[src/rtl/ppu_seq_ctrl.sv]
// ppu_seq_ctrl: loads the PPU parameter table at frame start, then runs the
// PPU and forwards its pixel bytes to vga_driver. The host may rewrite the
// table and the mode at any time; edits only reach the PPU at the next load.
//
// Handshakes (both sides): a transfer happens on any rising clk_pix edge
// where the producer's strobe and the consumer's ack are both high. The
// producer holds its data stable from the cycle the strobe rises until that
// edge. The ack may be high before the strobe rises.
module ppu_seq_ctrl #(
    parameter int         NPARAM   = 10,
    parameter int         TIMEOUT  = 255,
    parameter logic [2:0] MODE_RST = 3'd1
) (
    input  logic       clk_pix,
    input  logic       rst_pix,
    input  logic       enable,
    input  logic       frame_start,
    input  logic       cfg_we,
    input  logic [3:0] cfg_addr,
    input  logic [7:0] cfg_wdata,
    input  logic       mode_we,
    input  logic [2:0] mode_wdata,
    input  logic       err_clr,
    output logic       ppu_sync,
    output logic [2:0] ppu_mode,
    output logic [7:0] ppu_data,
    output logic       ppu_stb,
    input  logic       ppu_ack,
    input  logic [7:0] ppu_pix_data,
    input  logic       ppu_pix_stb,
    output logic       ppu_pix_ack,
    output logic [5:0] pix_rgb,
    output logic       busy,
    output logic       load_err,
    output logic [1:0] dbg_state
);

    localparam int         TW       = $clog2(TIMEOUT + 1);
    localparam logic [3:0] LAST_IDX = 4'(NPARAM - 1);

    typedef enum logic [1:0] {
        ST_IDLE = 2'd0,
        ST_LOAD = 2'd1,
        ST_RUN  = 2'd2
    } state_t;

    state_t          state_q, state_d;
    logic [3:0]      idx_q, idx_d;
    logic [TW-1:0]   timer_q, timer_d;
    logic [7:0]      tbl_q [NPARAM];
    logic [7:0]      tbl_d [NPARAM];
    logic [2:0]      shadow_q, shadow_d;
    logic            reload_q, reload_d;
    logic            sync_q, sync_d;
    logic [2:0]      mode_q, mode_d;
    logic [7:0]      data_q, data_d;
    logic            stb_q, stb_d;
    logic            pix_ack_q, pix_ack_d;
    logic [5:0]      rgb_q, rgb_d;
    logic            busy_q, busy_d;
    logic            err_q, err_d;
    logic            wr_tbl;
    logic            start_load;

    // The two low pixel bits carry no colour information.
    logic            pix_lo_unused;
    assign pix_lo_unused = ^ppu_pix_data[1:0];

    // Next-state logic: host writes first, then the sequencer; reads of the
    // table and shadow mode below always see the pre-write values.
    always_comb begin
        state_d    = state_q;
        idx_d      = idx_q;
        timer_d    = timer_q;
        tbl_d      = tbl_q;
        shadow_d   = shadow_q;
        reload_d   = reload_q;
        sync_d     = sync_q;
        mode_d     = mode_q;
        data_d     = data_q;
        stb_d      = stb_q;
        pix_ack_d  = pix_ack_q;
        rgb_d      = rgb_q;
        err_d      = err_q;
        start_load = 1'b0;

        wr_tbl = cfg_we && (int'(cfg_addr) < NPARAM);
        if (wr_tbl) begin
            tbl_d[cfg_addr] = cfg_wdata;
            reload_d        = 1'b1;
        end
        if (mode_we) begin
            shadow_d = mode_wdata;
            reload_d = 1'b1;
        end
        if (err_clr) begin
            err_d = 1'b0;
        end

        if (!enable) begin
            // Abandon whatever is in flight; the next frame must reload.
            state_d   = ST_IDLE;
            idx_d     = '0;
            timer_d   = '0;
            stb_d     = 1'b0;
            sync_d    = 1'b0;
            pix_ack_d = 1'b0;
            rgb_d     = '0;
            reload_d  = 1'b1;
        end else begin
            case (state_q)
                ST_IDLE: begin
                    start_load = frame_start;
                end
                ST_LOAD: begin
                    if (stb_q && ppu_ack) begin
                        if (idx_q == LAST_IDX) begin
                            state_d   = ST_RUN;
                            stb_d     = 1'b0;
                            sync_d    = 1'b0;
                            idx_d     = '0;
                            pix_ack_d = 1'b1;
                        end else begin
                            idx_d   = idx_q + 4'd1;
                            timer_d = '0;
                            data_d  = tbl_q[idx_q + 4'd1];
                        end
                    end else if (timer_q == TW'(TIMEOUT - 1)) begin
                        // This cycle's count reaches TIMEOUT: give up the load.
                        state_d  = ST_IDLE;
                        stb_d    = 1'b0;
                        sync_d   = 1'b0;
                        timer_d  = '0;
                        reload_d = 1'b1;
                        err_d    = 1'b1;
                    end else begin
                        timer_d = timer_q + TW'(1);
                    end
                end
                ST_RUN: begin
                    if (ppu_pix_stb) begin
                        rgb_d = ppu_pix_data[7:2];
                    end
                    start_load = frame_start && reload_q;
                end
                default: begin
                    state_d = ST_IDLE;
                end
            endcase
        end

        if (start_load) begin
            state_d   = ST_LOAD;
            idx_d     = '0;
            timer_d   = '0;
            stb_d     = 1'b1;
            sync_d    = 1'b1;
            pix_ack_d = 1'b0;
            data_d    = tbl_q[0];
            mode_d    = shadow_q;
            // A write landing on the entry cycle still needs a later load.
            reload_d  = wr_tbl || mode_we;
        end

        busy_d = (state_d == ST_LOAD);
    end

    // State, table and every output register.
    always_ff @(posedge clk_pix or posedge rst_pix) begin
        if (rst_pix) begin
            state_q   <= ST_IDLE;
            idx_q     <= '0;
            timer_q   <= '0;
            for (int i = 0; i < NPARAM; i++) begin
                tbl_q[i] <= '0;
            end
            shadow_q  <= MODE_RST;
            reload_q  <= 1'b1;
            sync_q    <= 1'b0;
            mode_q    <= MODE_RST;
            data_q    <= '0;
            stb_q     <= 1'b0;
            pix_ack_q <= 1'b0;
            rgb_q     <= '0;
            busy_q    <= 1'b0;
            err_q     <= 1'b0;
        end else begin
            state_q   <= state_d;
            idx_q     <= idx_d;
            timer_q   <= timer_d;
            tbl_q     <= tbl_d;
            shadow_q  <= shadow_d;
            reload_q  <= reload_d;
            sync_q    <= sync_d;
            mode_q    <= mode_d;
            data_q    <= data_d;
            stb_q     <= stb_d;
            pix_ack_q <= pix_ack_d;
            rgb_q     <= rgb_d;
            busy_q    <= busy_d;
            err_q     <= err_d;
        end
    end

    assign ppu_sync    = sync_q;
    assign ppu_mode    = mode_q;
    assign ppu_data    = data_q;
    assign ppu_stb     = stb_q;
    assign ppu_pix_ack = pix_ack_q;
    assign pix_rgb     = rgb_q;
    assign busy        = busy_q;
    assign load_err    = err_q;
    assign dbg_state   = state_q;

endmodule

[config.mk]
export PLATFORM = sky130hd
export DESIGN_NAME = ppu_seq_ctrl
export DESIGN_NICKNAME = d
export VERILOG_FILES = /design/src/rtl/ppu_seq_ctrl.sv
export SDC_FILE = /design/constraint.sdc
export NUM_CORES = 1
export LEC_CHECK = 0
export ABC_AREA = 1
export CAP_MARGIN = 20
export CORE_ASPECT_RATIO = 1.4
export CORE_MARGIN = 3
export CORE_UTILIZATION = 40
export DETAILED_ROUTE_END_ITERATION = 12
export PLACE_DENSITY = 0.64
export SETUP_SLACK_MARGIN = 0.2
export SLEW_MARGIN = 5
export SYNTH_ARGS = -nofsm -noshare
export SYNTH_HDL_FRONTEND = slang
export SYNTH_SLANG_ARGS = --single-unit
[constraint.sdc]
create_clock -name clk_pix -period 4.6 [get_ports clk_pix]
set_input_delay 0.69 -clock clk_pix [delete_from_list [all_inputs] [get_ports clk_pix]]
set_output_delay 0.69 -clock clk_pix [all_outputs]
set_load 0.05 [all_outputs]
; Word level (Yosys, flattened, before mapping)
; Cells that the tools add are included.
; Widths: inputs -> output; s select.
[totals]
ff_bits = 119
latchBits = 0
ram_bits = 0
mem_bits_ro = 0
inputBits = 32
memories = 0
[op_classes]
n_addsub = 2
mul = 0
div = 0
order_cmp = 4
eq_ne = 14
n_shift = 0
muxes = 56
bitwise = 2
reduce_logical = 16
[ops]
columns = operator, n
row1 = $mux 8, 14
row2 = $bwmux 80, 1
row3 = $bmux 8 s4, 1
row4 = $demux 8 s4, 1
row5 = $mux 1, 24
row6 = $mux 4, 5
row7 = $mux 6, 3
row8 = $ge 5x5->1 const B, 2
row9 = $mux 2, 5
row10 = $not 4->5, 2
row11 = $ne 3x1->1 const B, 3
row12 = $add 8x1->8 const B, 1
row13 = $eq 8x8->1 const B, 1
row14 = $reduce_and 2->1, 3
row15 = $reduce_and 3->1, 2
row16 = $reduce_bool 2->1, 3
row17 = $lt 5x1->1 const B, 1
row18 = $add 4x1->4 const B, 1
row19 = $eq 2x1->1 const B, 2
row20 = $eq 4x4->1 const B, 1
row21 = $logic_and 1x1->1, 4
row22 = $lt 4x4->1 const B, 1
row23 = $ne 2x1->1 const B, 2
row24 = $ne 4x1->1 const B, 1
row25 = other kinds (10), 10

; Logic depth before layout (Yosys ltp)
[depth]
depth_word = 10
ltp_mapped = 11

; Least setup slack after synthesis
; No wires, ideal clock.
[synth_timing]
path_type = register -> register
start = register stb_q (netlist: ppu_stb)
end = register data_q[0] (netlist: ppu_data[0])
arrival_time_ns = 1.590
required_time_ns = 4.534
setup_slack_ns = 2.944
path_stages_with_launch = 10
n_path_buf = 1
period_less_slack_ns = 1.656
path_cell_list = dfrtp_1 -> nand2_1 -> inv_1 -> nand2_2 -> o21ai_2 -> nand2_4 -> buf_6 -> nor2_1 -> nand2_1 -> nand2_1
[synth_between]
elab_chain_len = 3
[synth_rtl]
columns = element, line
row1 = "start, declared", 57  ; logic stb_q, stb_d;
row2 = "start signal, assigned", 197  ; stb_q <= stb_d;
row3 = $logic_and 1x1->1, 116  ; if (stb_q && ppu_ack) begin
row4 = $reduce_bool 2->1 (no line), -
row5 = $reduce_and 4->1 (no line), -
row6 = "end signal, assigned", 196  ; data_q <= data_d;
row7 = "end, declared", 56  ; logic [7:0] data_q, data_d;
; Every way passes these cells.
; A chain may end at the register's enable or synchronous reset.

; Final worst setup path
[layout_timing]
start = register idx_q[0]
end = register data_q[4] (netlist: ppu_data[4])
[layout_between]
elab_chain_len = 10
elab_cells_between_ends = 13
[layout_rtl]
columns = element, line
row1 = "start, declared", 48  ; logic [3:0] idx_q, idx_d;
row2 = "start signal, assigned", 189  ; idx_q <= idx_d;
row3 = $add 4x1->4, 126  ; data_d = tbl_q[idx_q + 4'd1];
row4 = $not 4->5 (implied by the code), 126
row5 = $bmux 8 s4, 126
row6 = $mux 8 (implied by the code) (2 in a row), 126
row7 = $mux 8, 117  ; if (idx_q == LAST_IDX) begin
row8 = $mux 8, 116
row9 = $mux 8, 111  ; case (state_q)
row10 = $mux 8, 100  ; if (!enable) begin
row11 = $mux 8, 152  ; if (start_load) begin
; Parallel ways exist; a longest one is shown, timed or not. The select of a mux whose other input is x is not followed.

==> results.cfg <==
[outcome]
status = complete, no violations

[critical_path]
critPathKind = reg2reg
end_kind = flop
crit_arrival_ps = 2890
crit_chain = buf_4 -> ha_1 -> nand2_1 -> nand2_2 -> clkinv_1 -> nand3_1 -> nand3_1 -> nand2_1 -> nand2_1 -> nand2_1
cp_slowest_stage_delay_ps = 460
cpMaxStageDelayCell = buf_4
cp_data_required_time_ps = 4960
crit_top_cell = nand2_1
startpoint_type = flop
crit_fanout = 44

[synthesis]
synth-compound-area-share = 0.0973
netlist_instances = 785
synthMuxAreaShare = 0
synthAdderAreaFrac = 0.00832
synth_xor_area_frac = 0
yosys_warnings = 0
synthSimpleGateAreaFrac = 0.301
yosys-top-cells-area = dfrtp_1 (48%), nand2_1 (16%), nand3_1 (6.2%), o21ai_1 (6.1%), inv_1 (5.4%)
synth_cell_types = 25
seq_area_frac_synth = 0.496
synth_top_cell_by_area = dfrtp_1
yosysTopAreaCellShare = 0.482
avgSynthCellArea_um2 = 7.66
ys_ff_latch = 119
synth_top_family_by_area = simple AND/OR/NAND/NOR gates
syn_area_um2 = 6020
syn_nets = 821

[detailed_routing]
dr.pass1.iters = 5
routed_wl_um = 14600
drt_iter0_markers = 265
drc = 0
antenna_left = 0
num_vias = 5031
wl_per_cell_um = 14.1
via_per_inst = 4.88

[sta]
slew_viol_final = 0
max_clock_freq_mhz = 395
relSlewSlack = 0.465
min_period_over_period = 0.550
holdWs_ps = 481
fin_crit_ps = 2530
rsz0062_at_grt = no
worst_slew_pin_slew_ps = 802
finalSetupViolCount = 0
fin_tns_setup_ps = 0
hold_viol = 0
skew_ps = 7.69

[clocking]
htree_levels = 4
cts_buffer_depth = 2
cts_resized = 0
cts_sinks = 119
hold_buffers = 0
cts_tree = built
cts_setup_buffers = 0
cts-root-buf = clkbuf_16
clock_latency_ps = 420
clk_pin_slew_ps = 50
numCtsBuffers = 17

[global_route]
antenna_found_initial = 0
grt_pass1_vias = 4794
grtUsageTotal = 0.191
overflow = 0
grt_max_degree = 120
grt_pass1_wl_um = 24100

[finish]
layout-drive-gt1-share = 0.0759
fillCellCount = 1461
nets = 866
multiInputGateArea_um2 = 2450
post-route-util = 0.492
final_common_cell = nand2_1
seqCellArea_um2 = 2980
diodes = 0
syn2layout_area_growth_pct = 19.3
finalInstanceArea_um2 = 7180
layout_common_cells = nand2_1 (264), dfrtp_1 (116), inv_1 (85)

[power_and_ir_drop]
leakage_nw = 3.62
finalPower_mw = 3.21
power_density_nw_per_um2 = 448
vdd_drop_max_mv = 0.255

[floorplan]
die_x_um = 110
dieHeight_um = 151
die-area_um2 = 16600
rows = 52
boundaryPins = 56
core-area_um2 = 14600
initial_core_util = 0.413

[place]
port_buffers = 53
placedInstanceArea_um2 = 6590
hpwlAfterDp_um = 9290
gp_congestion = 0.780

[flow_run]
cap_violations = 0

[worst_hold_path]
hold_path.class = reg2reg
area by class of cell:
type / count / share of cell area
Tap cell: 189 / 0.0329
Clock buffer: 23 / 0.0680
Inverter: 93 / 0.0492
Clock inverter: 9 / 0.0136
Timing Repair Buffer: 57 / 0.0798
Sequential cell: 119 / 0.415
Multi-Input combinational cell: 542 / 0.341
synthesized netlist by cell type (all sizes together):
master / instances
o21ai: 101
nand3: 75
inv: 90
dfrtp: 116
nor2: 65
clkinv: 3
nor3b: 1
o22ai: 1
buf: 28
clkbuf: 3
a21boi: 1
nand4: 3
ha: 4
dfstp: 3
a21oi: 11
nand2: 280
where the power goes:
group,internal (mW),switching (mW)
combinational,0.223,0.354
clock,0.848,0.464
sequential,1.23,0.0975
path summary, 6_finish.rpt:
path / start / to / slack (ps) / depth (start not counted)
max in group asynchronous: rst_pix / tbl_q[4]$_DFFE_PP0P_ / 3290 / 3
hold / removal: ppu_data[4]$_DFFE_PP0P_ / ppu_data[4]$_DFFE_PP0P_ / 480 / 2
min in group asynchronous: rst_pix / shadow_q[2]$_DFFE_PP0P_ / 710 / 3
setup reg to reg: idx_q[0]$_DFFE_PP0P_ / ppu_data[4]$_DFFE_PP0P_ / 2070 / 10
hold reg to reg: ppu_data[4]$_DFFE_PP0P_ / ppu_data[4]$_DFFE_PP0P_ / 480 / 2
setup / recovery: idx_q[0]$_DFFE_PP0P_ / ppu_data[4]$_DFFE_PP0P_ / 2070 / 10
routing by layer:
metal	GRT usage	up-vias	part of all wire
met3	0.0384	23	0.041
met1	0.246	2354	0.44
met4	0.0823	0	0.025
met5	0	-	0
met2	0.311	105	0.49
li1	-	2549	-
critical path: cells and delay by family, from the launching register on:
kind	cells	cell delay (ps)
buf+inv	2	880
fa+ha+maj	1	260
simple gates	7	980
flops	1	340
flip-flops by register name (all words and copies together) (netlist names):
name	cells
busy	1
dbg_state	2
idx_q	4
load_err	1
pix_rgb	6
ppu_data	8
ppu_mode	3
ppu_pix_ack	1
ppu_stb	1
reload_q	1
shadow_q	3
tbl_q	80
timer_q	8
kinds of logic after synthesis:
group | Yosys count
flip-flops | 119
buffers and inverters | 124
adder cells (fa/ha/maj) | 4
AND/OR/NAND/NOR | 424
AO/OA/AOI/OAI | 114
metrics by stage:
stage	setup slack, ps	cells
2_1_floorplan	757	785
3_3_place_gp	2050	1000
3_5_place_dp	2010	1000
4_1_cts	2050	1032
5_1_grt	1870	1032
6_report	2070	1032
(Power assumes the default switching activity.)
